<file path="src/rtl/mvb_items_gather_pkg.sv">
// ---------------------------------------------------------------------------
// mvb_items_gather_pkg
//  Shared types and sizing helpers for the MVB item gatherer.
//  - gather_state_t : accumulate-mode FSM states (IDLE, COLLECT)
//  - addr_w()       : FIFO pointer width for a given depth
//  - cnt_w()        : timeout counter width for a given TIMEOUT
// ---------------------------------------------------------------------------
package mvb_items_gather_pkg;

    typedef enum logic {
        IDLE    = 1'b0,
        COLLECT = 1'b1
    } gather_state_t;

    // Pointer width; clamped to 1 so a degenerate depth still elaborates.
    function automatic int addr_w(input int depth);
        return (depth > 1) ? $clog2(depth) : 1;
    endfunction

    function automatic int cnt_w(input int timeout);
        return (timeout > 0) ? $clog2(timeout + 1) : 1;
    endfunction

endpackage

</file>
<file path="src/rtl/mvb_gather_chan_fifo.sv">
// ---------------------------------------------------------------------------
// mvb_gather_chan_fifo
//  Per-channel register-array FIFO used by mvb_items_gather.
//  Ports:
//   clk, reset  : clock, synchronous active-high reset
//   wr_en, din  : push (never asserted while full)
//   rd_en, dout : pop; dout shows the current head (valid while !empty)
//   empty       : FIFO holds no item
//   empty_next  : FIFO will hold no item after this edge
//   full        : registered full flag
//  Simultaneous push and pop is legal at any fill level, including 1 item.
// ---------------------------------------------------------------------------
module mvb_gather_chan_fifo
    import mvb_items_gather_pkg::*;
#(
    parameter int ITEM_WIDTH = 8,
    parameter int FIFO_DEPTH = 4
) (
    input  logic                  clk,
    input  logic                  reset,
    input  logic                  wr_en,
    input  logic [ITEM_WIDTH-1:0] din,
    input  logic                  rd_en,
    output logic [ITEM_WIDTH-1:0] dout,
    output logic                  empty,
    output logic                  empty_next,
    output logic                  full
);
    localparam int ADDR_W = addr_w(FIFO_DEPTH);

    logic [ITEM_WIDTH-1:0] mem_reg [FIFO_DEPTH];
    logic [ADDR_W-1:0]     wr_ptr_reg;
    logic [ADDR_W-1:0]     rd_ptr_reg;
    logic [ADDR_W:0]       count_reg;
    logic [ADDR_W:0]       count_next;
    logic                  full_reg;

    assign count_next = count_reg + (ADDR_W+1)'(wr_en) - (ADDR_W+1)'(rd_en);

    // Storage has no reset: stale contents are unreachable once the pointers clear.
    always_ff @(posedge clk) begin
        if (wr_en) begin
            mem_reg[wr_ptr_reg] <= din;
        end
    end

    always_ff @(posedge clk) begin
        if (reset) begin
            wr_ptr_reg <= '0;
            rd_ptr_reg <= '0;
            count_reg  <= '0;
            full_reg   <= 1'b0;
        end else begin
            if (wr_en) begin
                wr_ptr_reg <= wr_ptr_reg + ADDR_W'(1);
            end
            if (rd_en) begin
                rd_ptr_reg <= rd_ptr_reg + ADDR_W'(1);
            end
            count_reg <= count_next;
            full_reg  <= (count_next == (ADDR_W+1)'(FIFO_DEPTH));
        end
    end

    assign dout       = mem_reg[rd_ptr_reg];
    assign empty      = (count_reg == '0);
    assign empty_next = (count_next == '0);
    assign full       = full_reg;

endmodule

</file>
<file path="src/rtl/mvb_items_gather.sv">
// ---------------------------------------------------------------------------
// mvb_items_gather
//  Gathers ITEMS single-item MVB streams into one ITEMS-wide MVB word.
//  Channel i always lands in output slot i; each channel has its own FIFO.
//  Ports:
//   clk, reset  : clock, synchronous active-high reset
//   rx_data     : channel i data at [i*ITEM_WIDTH +: ITEM_WIDTH]
//   rx_vld      : per-channel item valid
//   rx_src_rdy  : per-channel source ready
//   rx_dst_rdy  : per-channel destination ready (registered !full)
//   tx_data     : gathered word, slot i from channel i
//   tx_vld      : per-slot valid
//   tx_src_rdy  : word valid
//   tx_dst_rdy  : downstream ready
//  Build option MVB_GATHER_TIMEOUT_EN:
//   undefined : greedy, emit whenever any FIFO holds an item
//   defined   : accumulate, emit when every FIFO holds an item, when the
//               wait counter reaches TIMEOUT-1, or when any FIFO is full
// ---------------------------------------------------------------------------
module mvb_items_gather
    import mvb_items_gather_pkg::*;
#(
    parameter int ITEMS      = 4,
    parameter int ITEM_WIDTH = 8,
    parameter int FIFO_DEPTH = 4,
    parameter int TIMEOUT    = 16
) (
    input  logic                        clk,
    input  logic                        reset,
    input  logic [ITEMS*ITEM_WIDTH-1:0] rx_data,
    input  logic [ITEMS-1:0]            rx_vld,
    input  logic [ITEMS-1:0]            rx_src_rdy,
    output logic [ITEMS-1:0]            rx_dst_rdy,
    output logic [ITEMS*ITEM_WIDTH-1:0] tx_data,
    output logic [ITEMS-1:0]            tx_vld,
    output logic                        tx_src_rdy,
    input  logic                        tx_dst_rdy
);
    logic [ITEMS-1:0]            wr_en;
    logic [ITEMS-1:0]            rd_en;
    logic [ITEMS-1:0]            empty;
    logic [ITEMS-1:0]            empty_next;
    logic [ITEMS-1:0]            full;
    logic [ITEMS*ITEM_WIDTH-1:0] fifo_dout;

    logic                        any_ne;
    logic                        emit;
    logic                        load;

    logic                        tx_src_rdy_reg;
    logic [ITEMS-1:0]            tx_vld_reg;
    logic [ITEMS*ITEM_WIDTH-1:0] tx_data_reg;

    assign any_ne = ~&empty;
    // The output register takes a new word when it is free or being drained.
    assign load   = (~tx_src_rdy_reg | tx_dst_rdy) & emit;

    for (genvar gi = 0; gi < ITEMS; gi++) begin : g_chan
        // A beat with rx_vld low is still consumed, it just writes nothing.
        assign wr_en[gi] = rx_src_rdy[gi] & rx_vld[gi] & ~full[gi];
        assign rd_en[gi] = load & ~empty[gi];

        mvb_gather_chan_fifo #(
            .ITEM_WIDTH (ITEM_WIDTH),
            .FIFO_DEPTH (FIFO_DEPTH)
        ) u_fifo (
            .clk        (clk),
            .reset      (reset),
            .wr_en      (wr_en[gi]),
            .din        (rx_data[gi*ITEM_WIDTH +: ITEM_WIDTH]),
            .rd_en      (rd_en[gi]),
            .dout       (fifo_dout[gi*ITEM_WIDTH +: ITEM_WIDTH]),
            .empty      (empty[gi]),
            .empty_next (empty_next[gi]),
            .full       (full[gi])
        );
    end

    assign rx_dst_rdy = ~full;

`ifdef MVB_GATHER_TIMEOUT_EN
    localparam int               CNT_W    = cnt_w(TIMEOUT);
    localparam logic [CNT_W-1:0] CNT_LAST = CNT_W'(TIMEOUT - 1);

    gather_state_t    state_reg;
    logic [CNT_W-1:0] cnt_reg;
    logic             all_ne;
    logic             any_full;
    logic             any_ne_next;
    logic             timed_out;

    assign all_ne      = &(~empty);
    assign any_full    = |full;
    assign any_ne_next = ~&empty_next;
    assign timed_out   = (state_reg == COLLECT) && (cnt_reg == CNT_LAST);
    // Full FIFOs force an emit so a stalled channel can never deadlock the rest.
    assign emit        = any_ne & (all_ne | timed_out | any_full);

    // COLLECT is entered on the same edge the first item is written, so the
    // counter measures how long the oldest buffered item has been waiting.
    always_ff @(posedge clk) begin
        if (reset) begin
            state_reg <= IDLE;
            cnt_reg   <= '0;
        end else begin
            case (state_reg)
                IDLE: begin
                    if (any_ne_next) begin
                        state_reg <= COLLECT;
                        cnt_reg   <= '0;
                    end
                end
                COLLECT: begin
                    if (load) begin
                        if (!any_ne_next) begin
                            state_reg <= IDLE;
                        end
                        cnt_reg <= '0;
                    end else if (cnt_reg != CNT_LAST) begin
                        // Saturates at TIMEOUT-1 while a TX stall blocks the emit.
                        cnt_reg <= cnt_reg + CNT_W'(1);
                    end
                end
                default: begin
                    state_reg <= IDLE;
                    cnt_reg   <= '0;
                end
            endcase
        end
    end
`else
    logic unused_cfg;

    assign emit       = any_ne;
    assign unused_cfg = ^{empty_next, TIMEOUT[0]};
`endif

    always_ff @(posedge clk) begin
        if (reset) begin
            tx_src_rdy_reg <= 1'b0;
            tx_vld_reg     <= '0;
            tx_data_reg    <= '0;
        end else if (load) begin
            tx_src_rdy_reg <= 1'b1;
            tx_vld_reg     <= ~empty;
            tx_data_reg    <= fifo_dout;
        end else if (tx_dst_rdy) begin
            tx_src_rdy_reg <= 1'b0;
            tx_vld_reg     <= '0;
        end
    end

    assign tx_src_rdy = tx_src_rdy_reg;
    assign tx_vld     = tx_vld_reg;
    assign tx_data    = tx_data_reg;

endmodule

</file>
<file path="config.mk">
export PLATFORM = sky130hd
export DESIGN_NAME = mvb_items_gather
export DESIGN_NICKNAME = d
export VERILOG_FILES = /design/src/rtl/mvb_items_gather_pkg.sv /design/src/rtl/mvb_gather_chan_fifo.sv /design/src/rtl/mvb_items_gather.sv
export SDC_FILE = /design/constraint.sdc
export NUM_CORES = 1
export LEC_CHECK = 0
export CORE_UTILIZATION = 57
export DETAILED_ROUTE_END_ITERATION = 16
export HOLD_SLACK_MARGIN = 0.03
export PLACE_DENSITY = 0.8
export SETUP_SLACK_MARGIN = 0.2
export SLEW_MARGIN = 5
export SYNTH_ARGS = -nofsm -noshare
export SYNTH_HDL_FRONTEND = slang
export SYNTH_HIERARCHICAL = 1
export SYNTH_SLANG_ARGS = --single-unit
</file>
<file path="constraint.sdc">
create_clock -name clk -period 5.8 [get_ports clk]
set_input_delay 1.16 -clock clk [delete_from_list [all_inputs] [get_ports clk]]
set_output_delay 1.16 -clock clk [all_outputs]
set_load 0.1 [all_outputs]
</file>
==> summary.md <==
| Metric | Value |
|---|---|
| Status | finished, final reports clean |
| TritonCTS clock tree | yes |
| R2r endpoint | g_chan[3].u_fifo/full$_SDFF_PP0_ |
| Setup crit end kind | register |
| Skew final | 0.0200 ns |
| Cell area after synthesis | roughly 0.0081 mm2 |
| Net switching power | 1.80 mW |
| Pins Over Slew Limit | 0 |
| Hold Path Class | reg -> reg |
| Syn avg cell area | 15.6 um2 |
| Wire length per cell | 18.3 um |
| Final ANT Viol Nets | 0 |
| Pwr Density | roughly 520 mW/mm2 |
| CTS buffer count | 22 |
| Worst vdd ir | about 0.00045 V |
| Area Growth Syn to Fin | 19.6% |
| Max reg flops | 128 |
| Most frequent cells in the layout | edfxtp_1 (128), clkdlybuf4s50_1 (82), dfxtp_1 (77) |
| Vias per inst | 5.55 |
| Reg clk slew, reported paths | 0.06 ns |
| Crit-path cells | clkdlybuf4s50_1, and2b_2, nor2_1, ha_1, inv_1, ha_1, inv_1, fa_1, xnor3_2, nor4b_2 |
| Clk_lat worst skew | 0.50 ns |
| Global placer's final weighted congestion | 0.713 |
| Worst R2R Setup Slack | 2.95 ns |
| Die area | approximately 0.015 mm2 |
| Sw Share | between 30% and 40% |
| Max FO, Critical Path | 41 |
| Total gr overflow | 0 |
| Stages on worst setup path | 10 |
| Initial antenna violation count | 0 |
| Setup TNS Final | 0 ns |
| Setup violators final | 0 |
| Initial core utilization | 58.3% |
| Fmax | about 0.27 GHz |
| Met2 GRT Util | 36.5% |
| Delay-heaviest family, CP | simple AND/OR/NAND/NOR gates |
| WP data arrival | approximately 4.1 ns |
| Worst Setup Path Type | in -> reg |
| TritonRoute pass-1 iters | 4 |
| Worst-Margin Slew | 1.03 ns |
| CP Data Required Time | between 6 and 7 ns |
| I/O pin count | 84 |
| Clock share of power | roughly a quarter |
| Nets | roughly 670 |
| Tot Pwr | between 4 and 5 mW |
| FF-to-FF path depth | 9 |
| Flop pwr share | 39.0% |
| Final instance area | 0.00964 mm2 |
| Crit path capture | g_chan[3].u_fifo/full$_SDFF_PP0_ |
| Post-route DRC | 0 |
| Port bufs | 83 |
| Critical R2R Launch | tx_src_rdy$_SDFFE_PP0P_ |
| FP Rows | between 40 and 50 |
| Core Area | 0.0138 mm2 |
| Met3 usage | 3.62% |
| Pleak | 3.32 nW |
| Clock Tree Root | clkbuf_16 |
| Gate power share | 34.4% |
| Mapped Cells | 517 |
| First-pass GRT wire length | ~23000 um |
| Grt met1 use | 26.1% |
| Worst hold path depth | 2 |
| Final Hold Viols | 0 |
| Post-Route Utilization | 69.7% |
| Crit path from | tx_dst_rdy |
| Register area | 0.00539 mm2 |
| Hpwl dp | 9150 um |
| Clk buf depth | 3 |
| Post CTS Setup Buffer Count | 0 |
| CTS H-tree depth | 1 |
| # clock sinks | 205 |
| GRT Max-Usage Layer | met2 |
| Die Span X | roughly 120 um |
| Post-layout minimum cycle time | 3.73 ns |
| Fin crit share | 64.2% |
| Slowest stage delay, CP | ~0.75 ns |
| Antenna Cells | 0 |
| DR iter-0 viols | 232 |
| Yosys warnings | 6 |
| Maximum number of pins on one net before global-route repair | 78 |
| Max Cap Viol | 0 |
| Setup repair after global routing missed its margin | no |
| Commonest non-fill, non-tap cell in the layout | edfxtp_1 |
| Internal power | 3.19 mW |
| CP max stage cell | and2b_2 |
| Worst Setup Start Kind | input port |
| Relative slew slack | around 31% |
| Die height | around 120 um |
| Share of layout cells above drive strength 1 | 14.2% |
| Net Count, Synth | between 500 and 600 |
| Hold buffers post-CTS | 0 |
| WL final | 14500 um |
| Filler instances | 887 |
| Routed vias | ~4400 |
| Gr usage total | 20.5% |
| Area occupied by multi-input gates | 0.00240 mm2 |
| Buf+Inv Stages, Crit Path | 3 |
| Vias in the first global route | approximately 4600 |
| Post_cts resized | 0 |
| Post-Place Cell Area | 0.00894 mm2 |
worst min path at each step:
stage | from | endpoint
3_3_place_gp | tx_data[16]$_SDFFE_PP0P_ | tx_data[16]$_SDFFE_PP0P_
6_report | tx_data[27]$_SDFFE_PP0P_ | tx_data[27]$_SDFFE_PP0P_
3_5_place_dp | tx_data[15]$_SDFFE_PP0P_ | tx_data[15]$_SDFFE_PP0P_
2_1_floorplan | g_chan[0].u_fifo/rd_ptr_reg[1]$_SDFFE_PP0P_ | register
5_1_grt | tx_data[15]$_SDFFE_PP0P_ | tx_data[15]$_SDFFE_PP0P_
4_1_cts | tx_data[15]$_SDFFE_PP0P_ | tx_data[15]$_SDFFE_PP0P_
power by group through the flow:
| stage | Combinational (mW) | Sequential [mW] | Clock, mW |
|---|---|---|---|
| CTS | 1.73 | 1.96 | 1.36 |
| finish | 1.71 | 1.95 | 1.32 |
| global placement | 1.65 | 1.97 | 0 |
| global route | 1.82 | 1.98 | 1.41 |
| detailed placement | 1.71 | 1.98 | 0 |
| floorplan | 0.938 | 2.39 | 0 |
metrics by stage:
stage / hold slack [ns] / cells / worst slack [ns]
floorplan: 0.499 / 517 / 2.70
global placement: 0.464 / 751 / 1.77
detailed placement: 0.469 / 751 / 1.62
CTS: 0.477 / 791 / 2.08
global route: 0.493 / 791 / 1.83
finish: 0.475 / 791 / 2.07
worst min-delay path, cell delays in order, from the launching register on:
cell,delay (ns)
dfxtp_1,0.30
o21ai_0,0.06
a21oi_1,0.06
routing by layer:
metal | wire, um | vias to the layer above | part of all wire, %
li1 | - | 2075 | -
met4 | 140 | 0 | 0.97
met2 | 7670 | 94 | 53
met5 | 0 | - | 0
met1 | 5910 | 2212 | 41
met3 | 746 | 13 | 5.2
area by class of cell:
class	instances	area share [%]
Inverter	24	0.935
Clock buffer	23	5.75
Multi-Input combinational cell	257	24.9
Timing Repair Buffer	85	8.72
Sequential cell	205	55.9
Tap cell	180	2.34
Clock inverter	17	1.51
Power figures use the tool's default switching activity.
